**src/rtl/tiro_aliado.sv**
```systemverilog
// Allied-shot controller: launches one projectile from the ship on a fire edge,
// steps it upward on a divided tick and keeps a saturating hit score.
module tiro_aliado #(
    parameter int H_OFF    = 144,
    parameter int V_OFF    = 35,
    parameter int RAIO     = 4,
    parameter int PASSO    = 6,
    parameter int DIV      = 833333,
    parameter int COOLDOWN = 20
) (
    input  logic       CLOCK_50,
    input  logic       reset,
    input  logic       ativo,
    input  logic       disparo,
    input  logic [9:0] x_nave,
    input  logic [9:0] y_nave,
    input  logic [9:0] largura_nave,
    input  logic [9:0] x_inimigo,
    input  logic [9:0] y_inimigo,
    input  logic [9:0] largura_inimigo,
    input  logic [9:0] altura_inimigo,
    output logic [9:0] x_bola_aliada,
    output logic [9:0] y_bola_aliada,
    output logic [9:0] raio_bola_aliada,
    output logic       acerto,
    output logic [7:0] pontos
);
    localparam int TW = (DIV > 1) ? $clog2(DIV) : 1;
    localparam int CW = (COOLDOWN > 1) ? $clog2(COOLDOWN) : 1;

    typedef enum logic [1:0] {PRONTO, VOANDO, RECARGA} estado_t;
    estado_t estado, estado_prox;

    logic [TW-1:0] conta_tick;
    logic [CW-1:0] conta_recarga;
    logic          tick;
    logic          disparo_q;
    logic          borda_disparo;
    logic [10:0]   x_bola, y_bola;
    logic [10:0]   x_lanc, y_lanc;
    logic [10:0]   x_min, x_max, y_min, y_max;
    logic          dentro, fora, fim_recarga;
    logic          evento_acerto;
    logic          lanca, sobe;

    assign tick          = (conta_tick == TW'(DIV - 1));
    assign borda_disparo = disparo & ~disparo_q;
    assign fim_recarga   = (conta_recarga == CW'(COOLDOWN - 1));

    // All geometry is done in 11 bits so offsets added to 10-bit inputs can carry.
    assign x_lanc = {1'b0, x_nave} + ({1'b0, largura_nave} >> 1) + 11'(H_OFF);
    assign y_lanc = {1'b0, y_nave} + 11'(V_OFF) - 11'(RAIO);
    assign x_min  = {1'b0, x_inimigo} + 11'(H_OFF);
    assign x_max  = x_min + {1'b0, largura_inimigo};
    assign y_min  = {1'b0, y_inimigo} + 11'(V_OFF);
    assign y_max  = y_min + {1'b0, altura_inimigo};
    assign dentro = (x_bola >= x_min) && (x_bola <= x_max) &&
                    (y_bola >= y_min) && (y_bola <= y_max);
    assign fora   = (y_bola < 11'(V_OFF + PASSO + RAIO));

    always_ff @(posedge CLOCK_50) begin
        if (reset)
            estado <= PRONTO;
        else
            estado <= estado_prox;
    end

    always_comb begin
        estado_prox = estado;
        if (!ativo) begin
            estado_prox = PRONTO;
        end else begin
            case (estado)
                PRONTO:  if (borda_disparo) estado_prox = VOANDO;
                VOANDO:  if (tick && (dentro || fora)) estado_prox = RECARGA;
                RECARGA: if (tick && fim_recarga) estado_prox = PRONTO;
                default: estado_prox = PRONTO;
            endcase
        end
    end

    always_comb begin
        raio_bola_aliada = '0;
        evento_acerto    = 1'b0;
        lanca            = 1'b0;
        sobe             = 1'b0;
        if (estado == VOANDO)
            raio_bola_aliada = 10'(RAIO);
        if (ativo) begin
            lanca         = (estado == PRONTO) && borda_disparo;
            evento_acerto = (estado == VOANDO) && tick && dentro;
            sobe          = (estado == VOANDO) && tick && !dentro && !fora;
        end
    end

    // Free-running step divider; one-cycle tick on the last count.
    always_ff @(posedge CLOCK_50) begin
        if (reset || tick)
            conta_tick <= '0;
        else
            conta_tick <= conta_tick + 1'b1;
    end

    always_ff @(posedge CLOCK_50) begin
        if (reset) begin
            disparo_q     <= 1'b0;
            x_bola        <= '0;
            y_bola        <= '0;
            conta_recarga <= '0;
            acerto        <= 1'b0;
            pontos        <= '0;
        end else begin
            disparo_q <= disparo;
            acerto    <= evento_acerto;
            if (evento_acerto && pontos != 8'hFF)
                pontos <= pontos + 8'd1;
            if (lanca) begin
                x_bola <= x_lanc;
                y_bola <= y_lanc;
            end else if (sobe) begin
                y_bola <= y_bola - 11'(PASSO);
            end
            // Counter restarts whenever the controller is not reloading.
            if (estado != RECARGA)
                conta_recarga <= '0;
            else if (tick)
                conta_recarga <= conta_recarga + 1'b1;
        end
    end

    assign x_bola_aliada = x_bola[9:0];
    assign y_bola_aliada = y_bola[9:0];

endmodule

```
**config.mk**
```make
export PLATFORM = sky130hd
export DESIGN_NAME = tiro_aliado
export DESIGN_NICKNAME = d
export VERILOG_FILES = /design/src/rtl/tiro_aliado.sv
export SDC_FILE = /design/constraint.sdc
export NUM_CORES = 1
export LEC_CHECK = 0
export CAP_MARGIN = 40
export CORE_MARGIN = 4
export CORE_UTILIZATION = 30
export CTS_CLUSTER_SIZE = 10
export DETAILED_ROUTE_END_ITERATION = 8
export PLACE_DENSITY = 0.59
export SYNTH_ARGS = -nofsm -noshare
export SYNTH_HDL_FRONTEND = slang
export SYNTH_SLANG_ARGS = --single-unit
```
**constraint.sdc**
```tcl
create_clock -name CLOCK_50 -period 7 [get_ports CLOCK_50]
set_input_delay 1.4 -clock CLOCK_50 [delete_from_list [all_inputs] [get_ports CLOCK_50]]
set_output_delay 1.4 -clock CLOCK_50 [all_outputs]
set_load 0.02 [all_outputs]
```
-- After elaboration in Yosys (flattened, before gate mapping)
Cells that the tools add are included.
- logic and storage cells: 67
- bits in registers: 59
- bits of input ports: 74
- bitwise operators: 3
- $lt $le $gt $ge: 5
- add/sub/neg operators: 12
- reduce and logical (&&, ||, !) cells: 20
- mux-type cells: 10
- eq/ne operators: 9
- operator list (kind ; number):
    $add 10x6->11 const B ; 2
    $add 11x10->11 ; 2
    $ge 11x11->1 ; 2
    $le 11x11->1 ; 2
    $mux 11 ; 2
    $sub 11x3->11 const B ; 2
    $add 20x1->20 const B ; 1
    $eq 20x20->1 const B ; 1
    $add 10x8->11 const B ; 1
    $add 10x9->11 ; 1
    $add 11x8->11 const B ; 1
    $logic_and 1x1->1 ; 11
    $lt 11x6->1 const B ; 1
    $add 8x1->8 const B ; 1
    $ne 2x2->1 const B ; 4
    $ne 8x8->1 const B ; 1
    $mux 2 ; 3
    $pmux 2 s3 ; 1
    $add 5x1->5 const B ; 1
    $eq 5x5->1 const B ; 1
    $reduce_or 2->1 ; 2
    $mux 1 ; 3
    $mux 3 ; 1
    $reduce_and 3->1 ; 1
    other kinds (8) ; 11

-- Longest topological paths before layout
- word-level depth: 12
- gate-level depth with buffers: 21

-- Least setup slack after synthesis
Ideal clock, no wire load.
- path type: input to register
- start point: input x_inimigo[0]
- end point: register y_bola[6]
- stages on the path: 19
- setup slack: 1.411 ns
- arrival: 5.498 ns
- path buffers: 2
- required time: 6.909 ns
- setup time: 0.091 ns
- cells stage by stage: ha_1 > fa_1 > a21o_1 > a21oi_1 > o21bai_1 > a21oi_1 > o21ai_0 > a2111oi_0 > a311oi_1 > ha_1 > a21oi_1 > o21ai_0 > nor4_1 > o22ai_1 > a211oi_1 > clkbuf_1 > clkbuf_1 > o21ai_0 > a311oi_1
- word-level cells in the longest chain between the ends: 11
- elaborated cells on any way between the ends: 12
- RTL lines (item ; line ; text):
    start, declared ; 18 ; input logic [9:0] x_inimigo,
    $add 10x8->11 * ; 53 ; assign x_min = {1'b0, x_inimigo} + 11'(H_OFF);
    $add 11x10->11 ; 54 ; assign x_max = x_min + {1'b0, largura_inimigo};
    $le 11x11->1 ; 57 ; assign dentro = (x_bola >= x_min) && (x_bola <= x_max) &&
    $logic_and 1x1->1 * (2 in series) ; 57 ;
    $logic_and 1x1->1 * ; 58 ; (y_bola >= y_min) && (y_bola <= y_max);
    $logic_not 1->1 * ; 92 ; sobe = (estado == VOANDO) && tick && !dentro && !fora;
    $logic_and 1x1->1 * (2 in series) ; 92 ;
    $mux 1 * ; 89 ; if (ativo) begin
    $reduce_bool 2->1 (no line) * ; n/a ;
    end signal, assigned ; 119 ; y_bola <= y_lanc;
    end signal, assigned ; 121 ; y_bola <= y_bola - 11'(PASSO);
    end, declared ; 39 ; logic [10:0] x_bola, y_bola;
Every way passes the cells marked *; elsewhere a longest branch is shown, timed or not.
A chain may end at the register's enable or synchronous reset.

-- Worst setup path after layout
- start point: input x_inimigo[0]
- end point: register y_bola[7]
The elaborated chain is that of the path after synthesis.

==> run metrics <==
status completed; cts hold-fix bufs 0; first-pass GRT wire length 23.40 mm; CTS H-tree lvls 3; critical path class in2reg; Synth area leader dfxtp_1; Tmin final roughly 6 ns; Final HPWL DP 11.41 mm; Peak Freq around 170 MHz; most instantiated library cell after synthesis ha_1; clock sink count 59; met3 wire len about 500 um; layout cells sized above 1 0.03354; post-CTS setup buffers 0; clock-pin slew on the worst setup and hold paths 0.05 ns; EDFF count, synth 0; top cell type's share of synthesized area 0.2066; RSZ-0062 raised after global routing no; Worst EP required 7.22 ns; Routed Wire Length 14.29 mm; Routability Congestion 0.7928; Bufs and invs on worst path 2; critical path arrival 6.15 ns; Post-DRT Antenna Nets 0; flops & latches, synth 59; switching share of power 0.3110; vias in the first global route 4,903; DR WL/cell 13.74 um; die area 21,330 um^2; Synth Flop Type dfxtp_1; min-delay worst type reg2reg; via count 5,148; cts bufs inserted 9; Async SR Flop Fraction 0; internal power between 0.8 and 0.9 mW; Synth Warn # 0; Comb pwr share 0.321; drt initial violations around 200; IO Port Bufs 102; register share of total power 0.312; initial antenna violation count 1; mapped cell area 5718 um^2; top layer used by detailed routing met4; Synth area leaders dfxtp_1 21%, ha_1 20%, xnor2_1 5.2%; Avg Cell Area, Syn 7.909 um^2; Cell Pwr Density 163.7 nW/um^2; Sum Neg Setup Slack 0 ns; Util after Layout 0.3803; sequential area share after synthesis 0.2066; # nets final slightly below 1,000; largest vdd supply drop 0.00008510 V; max incr delay on CP ~0.46 ns; Max Cap Viol 0; CP Cell Sequence clkdlybuf4s50_1 > ha_1 > fa_1 > a21o_1 > a21oi_1 > o21bai_1 > a21oi_1 > o21ai_0 > a2111oi_0 > a311oi_1 > ha_1 > nand2_1 > o211ai_1 > o31ai_1 > o22ai_1 > a211oi_2 > buf_12 > o41a_1 > o41ai_1; max-slew violations 0; relative slew slack 0.4817; core area ~19,000 um^2; final hold vios 0; Post-CTS Resized 0; Starting Density 0.3057; CTS tree done; Area Growth Syn to Fin 24.42%; Root Buffer clkbuf_16; M1 WL around 6.7 mm; Static Leak between 2 and 3 nW; Final period util 0.8468; post-synth cell types 62; Post-Syn Instances 723; DIE WIDTH 146.1 um; Die Y-Extent 146.1 um; Critical Path End Type flip-flop; via/cell ratio ~5; CTS max path bufs 2; met2 wire len 6.845 mm; DR pass1 iterations 4; largest net degree at the start of global routing 44; later-pin clock latency in the skew report about 0.33 ns; CP max stage cell a2111oi_0; number of fill cells 1,970; crit path max fanout 19; P_sw approximately 0.36 mW; endpoints failing setup 0; most instantiated cells after synthesis 91 x ha_1, 65 x nor2_1, 59 x dfxtp_1; Setup Skew 0.004938 ns; startpoint types input pin; Global Route Usage Sum 0.1311; Top delay family on crit path compound AO/OA/AOI/OAI gates; Placement Rows 50; Congestion Overflow GR 0; Clk pwr share 0.367; I/O pin cnt 113; Residual DRC 0; worst-margin pin slew 0.7774 ns
[layer usage]
layer | vias up | global-route usage
met1 | 2369 | 0.1656
met5 | - | 0
li1 | 2694 | -
met2 | 68 | 0.2256
met4 | 0 | 0.03763
met3 | 17 | 0.02824
[power by group through the flow]
stage	combinational [mW]	clock (mW)	sequential, mW
after detailed placement	0.376	0	0.371
final	0.374	0.428	0.364
after global placement	0.372	0	0.371
after global routing	0.428	0.453	0.365
after CTS	0.378	0.440	0.364
after floorplan	0.271	0	0.363
[worst paths after layout]
| kind | from | end | slack [ns] | cells after the start |
|---|---|---|---|---|
| setup / recovery | x_inimigo[0] | y_bola[7] | 1.07 | 19 |
| hold / removal | conta_tick[0] | conta_tick[0] | 0.47 | 1 |
| setup reg to reg | x_bola[4] | y_bola[7] | 4.12 | 9 |
| hold reg to reg | conta_tick[0] | conta_tick[0] | 0.47 | 1 |
[cells in the final DEF, fill, tap and decap left out, types with 5 or more instances in the layout]
| master | netlist | final |
|---|---|---|
| a21o_1 | 17 | 17 |
| o21bai_1 | 5 | 5 |
| inv_1 | 57 | 57 |
| nor4_1 | 12 | 12 |
| conb_1 | 1 | 9 |
| nand2b_1 | 7 | 7 |
| nor2b_1 | 9 | 9 |
| a311oi_1 | 5 | 5 |
| nand3b_1 | 5 | 5 |
| xor2_1 | 25 | 25 |
| and3_1 | 11 | 11 |
| nand4_1 | 15 | 15 |
| clkbuf_16 | 0 | 9 |
| or4_1 | 6 | 6 |
| a21oi_1 | 48 | 48 |
| ha_1 | 91 | 91 |
| nor3_1 | 16 | 15 |
| nand2_1 | 57 | 57 |
| clkdlybuf4s50_1 | 0 | 102 |
| o31ai_1 | 6 | 6 |
| nor2_1 | 65 | 65 |
| nand3_1 | 26 | 26 |
| xnor2_1 | 34 | 34 |
| o21ai_0 | 27 | 27 |
| or3_1 | 9 | 9 |
| a211oi_1 | 7 | 6 |
| dfxtp_1 | 59 | 59 |
[cell type report]
class / instances / area (um^2) / share of cell area
diodes: 1 / 2.502 / 0.0003517
repair buffers: 106 / 1061 / 0.1491
clock buffers: 11 / 242.7 / 0.03412
inverters: 58 / 217.7 / 0.03060
flip-flops and latches: 59 / 1181 / 0.1660
multi-input cells: 568 / 4076 / 0.5730
well taps: 234 / 292.8 / 0.04115
clock inverters: 3 / 40.04 / 0.005628
[registers in the layout, summed over array words and instances (netlist names)]
signal,flops
estado,2
disparo_q,1
y_bola,11
x_bola,11
conta_recarga,5
acerto,1
pontos,8
conta_tick,20
[kinds of logic after synthesis]
logic type,after synthesis,share of synthesized area
xor+xnor,59,0.09037
fa+ha+maj,94,0.2096
simple gates,258,0.2328
mux,5,0.009409
flops,59,0.2066
compound gates,143,0.1630
other cells,1,0.0006558
buf+inv,104,0.08753
[through the flow]
| step | hold WS [ns] | std cells | power [mW] | worst slack (ns) | area [um^2] |
|---|---|---|---|---|---|
| finish | 0.4696 | 1040 | 1.165 | 1.073 | 7114 |
| global route | 0.4921 | 1040 | 1.246 | 0.5371 | 7114 |
| CTS | 0.4749 | 1039 | 1.182 | 1.037 | 7112 |
| detailed placement | 0.4627 | 1025 | 0.7464 | 0.7129 | 6829 |
| global placement | 0.4587 | 1024 | 0.7427 | 0.7730 | 6824 |
| floorplan | 0.4372 | 731 | 0.6339 | 1.411 | 5748 |
(Power assumes the default switching activity.)
